**src/rtl/proctypes_pkg.sv**
```systemverilog
// Shared processor types: decoded instruction layout, camera state, and the
// scene-update FSM encoding and property limits.
package proctypes;

  typedef enum logic [2:0] {
    opUnsupported = 3'd0,
    opCameraSet   = 3'd1,
    opLightSet    = 3'd2,
    opShapeSet    = 3'd3,
    opShapeData   = 3'd4,
    opShapeInit   = 3'd5,
    opFrame       = 3'd6,
    opRender      = 3'd7
  } OpCode;

  typedef logic [5:0]  LightIndex;
  typedef logic [18:0] ShapeIndex;
  typedef logic [4:0]  ShapeType;
  typedef logic [4:0]  PropCode;
  typedef logic [15:0] Float16;

  // 75-bit decoded instruction; op sits in the top bits.
  typedef struct packed {
    OpCode     op;
    LightIndex lIndex;
    ShapeIndex sIndex;
    ShapeType  sType;
    PropCode   prop;
    Float16    data;
    PropCode   prop2;
    Float16    data2;
  } DecodedInst;

  // Camera property p (1..13) maps to field p-1 in declaration order.
  typedef struct packed {
    Float16 xLocation;
    Float16 yLocation;
    Float16 zLocation;
    Float16 xLookAt;
    Float16 yLookAt;
    Float16 zLookAt;
    Float16 xUp;
    Float16 yUp;
    Float16 zUp;
    Float16 nearPlane;
    Float16 farPlane;
    Float16 fovHor;
    Float16 fovVer;
  } CameraState;

  typedef enum logic [1:0] {
    usIdle       = 2'd0,
    usSlot2      = 2'd1,
    usWaitRender = 2'd2
  } UpdState;

  localparam int      CAM_REGS       = 13;
  localparam PropCode CAM_PROP_MAX   = 5'd13;
  localparam PropCode LIGHT_PROP_MAX = 5'd8;
  localparam PropCode SHAPE_PROP_MAX = 5'd10;

  // A second property write follows only for table/camera ops with prop2 != 0.
  function automatic logic usesSlot2(input DecodedInst inst);
    return (inst.op inside {opCameraSet, opLightSet, opShapeSet, opShapeData}) &&
           (inst.prop2 != 5'd0);
  endfunction

endpackage

```
**src/rtl/scene_update_unit_cam_reg_bank.sv**
```systemverilog
// Camera register bank: 13 float16 fields with an indexed write port.
// Build option SCENE_UPDATE_SHADOW_CAM_EN: writes land in a shadow copy that
// is transferred to the visible state on commit (render start).
module cam_reg_bank
  import proctypes::*;
(
  input  logic       clk,
  input  logic       srst,
  input  logic       wrEn,
  input  PropCode    wrProp,
  input  Float16     wrData,
  input  logic       commit,
  output CameraState camState
);

  logic [CAM_REGS*16-1:0] camVec;

  genvar gi;
  generate
    for (gi = 0; gi < CAM_REGS; gi++) begin : gField
      Float16 fieldReg;

      // Load this field when its property code is addressed.
      always_ff @(posedge clk) begin
        if (srst) fieldReg <= '0;
        else if (wrEn && (wrProp == 5'(gi + 1))) fieldReg <= wrData;
      end

`ifdef SCENE_UPDATE_SHADOW_CAM_EN
      Float16 visibleReg;

      // Visible copy only moves on commit so the renderer sees a frozen camera.
      always_ff @(posedge clk) begin
        if (srst) visibleReg <= '0;
        else if (commit) visibleReg <= fieldReg;
      end

      assign camVec[(CAM_REGS-1-gi)*16 +: 16] = visibleReg;
`else
      assign camVec[(CAM_REGS-1-gi)*16 +: 16] = fieldReg;
`endif
    end
  endgenerate

`ifndef SCENE_UPDATE_SHADOW_CAM_EN
  wire unusedCommit = commit;
`endif

  assign camState = camVec;

endmodule

```
**src/rtl/scene_update_unit.sv**
```systemverilog
// Scene update unit: applies decoded instructions to camera state and drives
// light/shape table writes and the frame/render handshake.
// Build option SCENE_UPDATE_SHADOW_CAM_EN: camera writes are staged and
// committed to cam_out when render_start_out pulses.
module scene_update_unit
  import proctypes::*;
#(
  parameter int CNT_W = 16
) (
  input  logic             clk_in,
  input  logic             rst_in,
  input  DecodedInst       inst_in,
  input  logic             inst_valid_in,
  output logic             inst_ready_out,
  output CameraState       cam_out,
  output logic             light_we_out,
  output logic [5:0]       light_addr_out,
  output logic [4:0]       light_prop_out,
  output logic [15:0]      light_data_out,
  output logic             shape_we_out,
  output logic             shape_type_we_out,
  output logic             shape_raw_out,
  output logic [18:0]      shape_addr_out,
  output logic [4:0]       shape_prop_out,
  output logic [15:0]      shape_data_out,
  output logic             frame_start_out,
  output logic             render_start_out,
  input  logic             render_done_in,
  output logic             error_out,
  output logic [CNT_W-1:0] inst_count_out
);

  UpdState   stateReg, stateNext;
  OpCode     pendOp;
  LightIndex pendLIdx;
  ShapeIndex pendSIdx;
  PropCode   pendProp;
  Float16    pendData;

  logic      accept, slotActive, slotFirst;
  OpCode     slotOp;
  LightIndex slotLIdx;
  ShapeIndex slotSIdx;
  PropCode   slotProp;
  Float16    slotData;
  logic      lightWeNext, shapeWeNext, shapeTypeWeNext, frameNext, renderNext;
  logic      camWe, errSet, camCommit;

  assign inst_ready_out = (stateReg == usIdle);
  assign accept         = inst_valid_in && inst_ready_out;
  assign camCommit      = accept && (inst_in.op == opRender);

  // State register.
  always_ff @(posedge clk_in) begin
    if (rst_in) stateReg <= usIdle;
    else        stateReg <= stateNext;
  end

  // Next state: slot 2 takes one extra cycle; render waits for a done that
  // arrives after the start pulse.
  always_comb begin
    stateNext = stateReg;
    case (stateReg)
      usIdle: begin
        if (accept) begin
          if (inst_in.op == opRender) stateNext = usWaitRender;
          else if (usesSlot2(inst_in)) stateNext = usSlot2;
        end
      end
      usSlot2:      stateNext = usIdle;
      usWaitRender: if (render_done_in && !render_start_out) stateNext = usIdle;
      default:      stateNext = usIdle;
    endcase
  end

  // Select which property slot is being applied this cycle.
  always_comb begin
    slotActive = accept;
    slotFirst  = 1'b1;
    slotOp     = inst_in.op;
    slotLIdx   = inst_in.lIndex;
    slotSIdx   = inst_in.sIndex;
    slotProp   = inst_in.prop;
    slotData   = inst_in.data;
    if (stateReg == usSlot2) begin
      slotActive = 1'b1;
      slotFirst  = 1'b0;
      slotOp     = pendOp;
      slotLIdx   = pendLIdx;
      slotSIdx   = pendSIdx;
      slotProp   = pendProp;
      slotData   = pendData;
    end
  end

  // Output decode: strobes, camera write and error for the active slot.
  always_comb begin
    lightWeNext     = 1'b0;
    shapeWeNext     = 1'b0;
    shapeTypeWeNext = 1'b0;
    frameNext       = 1'b0;
    renderNext      = 1'b0;
    camWe           = 1'b0;
    errSet          = 1'b0;
    if (slotActive) begin
      case (slotOp)
        opCameraSet: begin
          if (slotProp != 5'd0) begin
            if (slotProp <= CAM_PROP_MAX) camWe = 1'b1;
            else                          errSet = 1'b1;
          end
        end
        opLightSet: begin
          // Property 0 (lpType) is a genuine light write.
          if (slotProp <= LIGHT_PROP_MAX) lightWeNext = 1'b1;
          else                            errSet = 1'b1;
        end
        opShapeSet: begin
          if (slotProp != 5'd0) begin
            if (slotProp <= SHAPE_PROP_MAX) shapeWeNext = 1'b1;
            else                            errSet = 1'b1;
          end
        end
        opShapeData:   if (slotProp != 5'd0) shapeWeNext = 1'b1;
        opShapeInit:   shapeTypeWeNext = slotFirst;
        opFrame:       frameNext = slotFirst;
        opRender:      renderNext = slotFirst;
        opUnsupported: errSet = 1'b1;
        default:       errSet = 1'b1;
      endcase
    end
  end

  // Registered outputs; address/prop/data hold between strobes.
  always_ff @(posedge clk_in) begin
    if (rst_in) begin
      light_we_out      <= 1'b0;
      light_addr_out    <= '0;
      light_prop_out    <= '0;
      light_data_out    <= '0;
      shape_we_out      <= 1'b0;
      shape_type_we_out <= 1'b0;
      shape_raw_out     <= 1'b0;
      shape_addr_out    <= '0;
      shape_prop_out    <= '0;
      shape_data_out    <= '0;
      frame_start_out   <= 1'b0;
      render_start_out  <= 1'b0;
      error_out         <= 1'b0;
      inst_count_out    <= '0;
      pendOp            <= opUnsupported;
      pendLIdx          <= '0;
      pendSIdx          <= '0;
      pendProp          <= '0;
      pendData          <= '0;
    end else begin
      light_we_out      <= lightWeNext;
      shape_we_out      <= shapeWeNext;
      shape_type_we_out <= shapeTypeWeNext;
      frame_start_out   <= frameNext;
      render_start_out  <= renderNext;
      if (lightWeNext) begin
        light_addr_out <= slotLIdx;
        light_prop_out <= slotProp;
        light_data_out <= slotData;
      end
      if (shapeWeNext) begin
        shape_addr_out <= slotSIdx;
        shape_prop_out <= slotProp;
        shape_data_out <= slotData;
        shape_raw_out  <= (slotOp == opShapeData);
      end else if (shapeTypeWeNext) begin
        shape_addr_out <= slotSIdx;
        shape_data_out <= {11'b0, inst_in.sType};
        shape_raw_out  <= 1'b0;
      end
      if (errSet) error_out <= 1'b1;
      if (accept) begin
        inst_count_out <= inst_count_out + 1'b1;
        pendOp         <= inst_in.op;
        pendLIdx       <= inst_in.lIndex;
        pendSIdx       <= inst_in.sIndex;
        pendProp       <= inst_in.prop2;
        pendData       <= inst_in.data2;
      end
    end
  end

  cam_reg_bank uCamBank (
    .clk      (clk_in),
    .srst     (rst_in),
    .wrEn     (camWe),
    .wrProp   (slotProp),
    .wrData   (slotData),
    .commit   (camCommit),
    .camState (cam_out)
  );

endmodule

```
**config.mk**
```make
export PLATFORM = sky130hd
export DESIGN_NAME = scene_update_unit
export DESIGN_NICKNAME = d
export VERILOG_FILES = /design/src/rtl/proctypes_pkg.sv /design/src/rtl/scene_update_unit_cam_reg_bank.sv /design/src/rtl/scene_update_unit.sv
export SDC_FILE = /design/constraint.sdc
export NUM_CORES = 1
export LEC_CHECK = 0
export ABC_AREA = 1
export CAP_MARGIN = 20
export CORE_MARGIN = 2
export CORE_UTILIZATION = 25
export DETAILED_ROUTE_END_ITERATION = 10
export PLACE_DENSITY = 0.56
export SLEW_MARGIN = 30
export SYNTH_ARGS = -nofsm -noshare
export SYNTH_HDL_FRONTEND = slang
export SYNTH_SLANG_ARGS = --single-unit
```
**constraint.sdc**
```tcl
create_clock -name clk_in -period 2.05 [get_ports clk_in]
set_clock_uncertainty 0.1 [all_clocks]
set_input_delay 0.5125 -clock clk_in [delete_from_list [all_inputs] [get_ports clk_in]]
set_output_delay 0.5125 -clock clk_in [all_outputs]
set_load 0.01 [all_outputs]
```
==> flow_summary.yaml <==
cts:
  clkSinkCount: 349
  ctsHtreeMaxLevel: 2
  clock_latency_ps: 550
  cts_buffers: 41
  ctsHoldBuffers: 0
  max-clock-path-buffers: 3
  clk_pin_slew_ps: 70
  cts_tree: "yes"
  root_buffer: "clkbuf_16"
place:
  dp.cells: 2945
  hpwl_um: 39000
  io_buffers: 377
  place.gp.congestion: 0.874
sta:
  slew_headroom_pct: 50.9
  min_period_over_period_pct: 110
  hold_violations: 0
  max_freq_ghz: 0.445
  rsz0062_at_grt: "true"
  finalSetupViolCount: 265
  fin_ws_ps: -197
  tightestPinTransition_ps: 736
  layout_min_cycle_time_ps: 2250
  final_max_slew_viol_count: 0
  whs_ps: 142
setup_path:
  crit_fanout: 7
  r2r_slack_ps: -200
  cp-end-kind: "flop"
  worstReg2RegStart: "stateReg[0]"
  crit_arrival_ps: 2560
  r2r_end: "uCamBank.gField[10].fieldReg[7]"
  r2r_cells: 14
  start_kind: "flop"
  critical_path_class: "flop to flop"
  cp.required_ps: 2360
die:
  io_pins: 378
  dieHeight_um: 240
  die_w_um: 240
  fp.coreArea_um2: 55100
  die-area_um2: 57600
  initial_core_util_pct: 25.3
  row_count: 86
yosys:
  avgSynthCellArea_um2: 7.64
  yosys.area_share.simple_pct: 28.0
  synth.most_common_cell: "nand2_1"
  synth_top_family_by_area: "simple AND/OR/NAND/NOR gates"
  ys_ff_latch: 349
  synth_warnings: 0
  synthXorXnorAreaFrac_pct: 0.126
  ys_top_cells_by_area: "dfxtp_1, nand2_1, a21oi_1, nand4_1, nor2_1"
  yosys.area.top_type_share_pct: 50.2
  async_flop_share_pct: 0
  synthAdderAreaFrac_pct: 0.0899
  synth-main-ff-cell: "dfxtp_1"
  synth_compound_area_share_pct: 14.6
  synthTopCellsByCount: "nand2_1, dfxtp_1, a21oi_1"
  synth_top_cell_by_area: "dfxtp_1"
  syn_nets: 1902
  synth_edf_count: 0
  synth_mux_area_share_pct: 0
  synthCells: 1822
  synth_cell_type_count: 33
  yosysSeqAreaShare_pct: 50.2
  syn-cell-area_um2: 13900
drt:
  num_vias: 15400
  routed_wl_um: 61100
  firstDrtPassIters: 5
  antenna_left: 0
  drt_iter0_markers: 1315
  vias_per_cell: 4.96
  route.detailed.drc: 0
  avgRoutedWirePerCell_um: 19.7
hold_path:
  hp-start: "rst_in"
  hold_path_depth: 2
  min_path_type: "input port to flop"
  min_to: "shape_data_out[0]"
layout:
  nets: 2400
  drive_gt1_share_pct: 21.0
  final_cells: 3100
  area_growth_syn_to_layout_pct: 64.4
global_routing:
  grt_pass1_wl_um: 88300
  grt_start_max_net_pins: 143
  grt_usage_pct: 20.1
  antenna_found_initial: 4
  grt-ovfl-total: 0
  grt_pass1_vias: 14500
pwr:
  ir_drop_uv: 496
  power_mw: 16.8
  power_density_nw_per_um2: 735
  p_leak_nw: 9.57
run:
  drv_cap: 0
outcome:
  status: "complete, but fails checks"
  violations: "setup timing"
[timing repair]
item                       4_1_cts  5_1_grt
setup endpoints to repair      579      283
gates cloned                    21        7
gates resized for setup        445      133
pin swaps                       59       58
buffers inserted                36       21
[area by class of cell]
cell class	instances	area (µm²)
diodes	1	2.50
multi-input cells	1253	6870
flip-flops and latches	349	7000
repair buffers	613	6440
fillers	5588	32200
clock buffers	62	1200
well taps	748	936
clock inverters	12	169
inverters	62	267
[worst max-delay path, cell delays in order (launching register included)]
cell and delay (ps):
dfxtp_4 420, buf_6 170, nand3_2 100, nand2_4 90, buf_6 110, nand2_4 50
o21ai_4 160, nor3_4 50, buf_6 120, buf_12 140, buf_16 150, buf_8 130
buf_4 150, nand4_1 90, a21oi_2 60
[power breakdown]
group	switching, mW	total [mW]	internal [mW]
combinational	1.35	2.28	0.930
sequential	0.0846	7.03	6.94
clock	2.97	7.51	4.54
total	4.41	16.8	12.4
[metal layers]
layer / vias to the layer above / routed length (µm) / track usage (%)
li1: 7270 / - / -
met1: 7339 / 25000 / 25.3
met2: 632 / 29600 / 34.1
met3: 126 / 4410 / 3.55
met4: 0 / 2100 / 7.94
met5: - / 0 / 0
[cell usage in the layout, fill, tap and decap left out, types with 16 or more instances in the layout]
| cell type | n |
|---|---|
| clkbuf_16 | 49 |
| inv_1 | 48 |
| a21oi_2 | 18 |
| buf_4 | 119 |
| buf_6 | 35 |
| o21ai_0 | 81 |
| a21oi_1 | 270 |
| nand2_2 | 64 |
| nand2_4 | 16 |
| clkdlybuf4s50_1 | 78 |
| nand2_1 | 370 |
| nand3_1 | 27 |
| dlygate4sd2_1 | 297 |
| nand3_4 | 17 |
| nor2_1 | 98 |
| nand4_1 | 210 |
| dfxtp_1 | 344 |
| buf_12 | 57 |
[cells by family after synthesis]
group                      count (synthesis)
buffers and inverters                    227
DFF                                      349
AOI/OAI and AO/OA                        400
adders and majority gates                  1
xor gates and xnor gates                   2
and+or+nand+nor                          843
[metrics by stage]
step,TNS [ps],instance area [µm²],utilization (%),setup slack (ps)
floorplan,-3060,14100,-,-56.0
global placement,-157330,19900,36.2,-629
detailed placement,-166050,19900,36.2,-677
CTS,-11360,22200,40.3,-135
global route,-61670,22900,41.5,-301
finish,-30390,22900,41.5,-197
[state kept, by name (all words and copies together) (netlist names), 2 cells and up]
signal / flops
uCamBank.gField.fieldReg: 208
pendSIdx: 19
shape_addr_out: 19
inst_count_out: 16
light_data_out: 16
pendData: 16
shape_data_out: 16
light_addr_out: 6
pendLIdx: 6
light_prop_out: 5
pendProp: 5
shape_prop_out: 5
pendOp: 3
stateReg: 2
[how the worst max path moves through the flow]
stage	start	slack (ps)	end	cells past startpoint
floorplan	stateReg[0]	-60	inst_count_out[15]	13
global placement	inst_in[39]	-630	uCamBank.gField[5].fieldReg[7]	13
detailed placement	inst_in[39]	-680	uCamBank.gField[9].fieldReg[5]	13
CTS	stateReg[0]	-130	uCamBank.gField[3].fieldReg[7]	14
global route	stateReg[1]	-300	uCamBank.gField[10].fieldReg[6]	13
finish	stateReg[0]	-200	uCamBank.gField[10].fieldReg[7]	14
No activity file was read; power rests on OpenSTA's default activity.
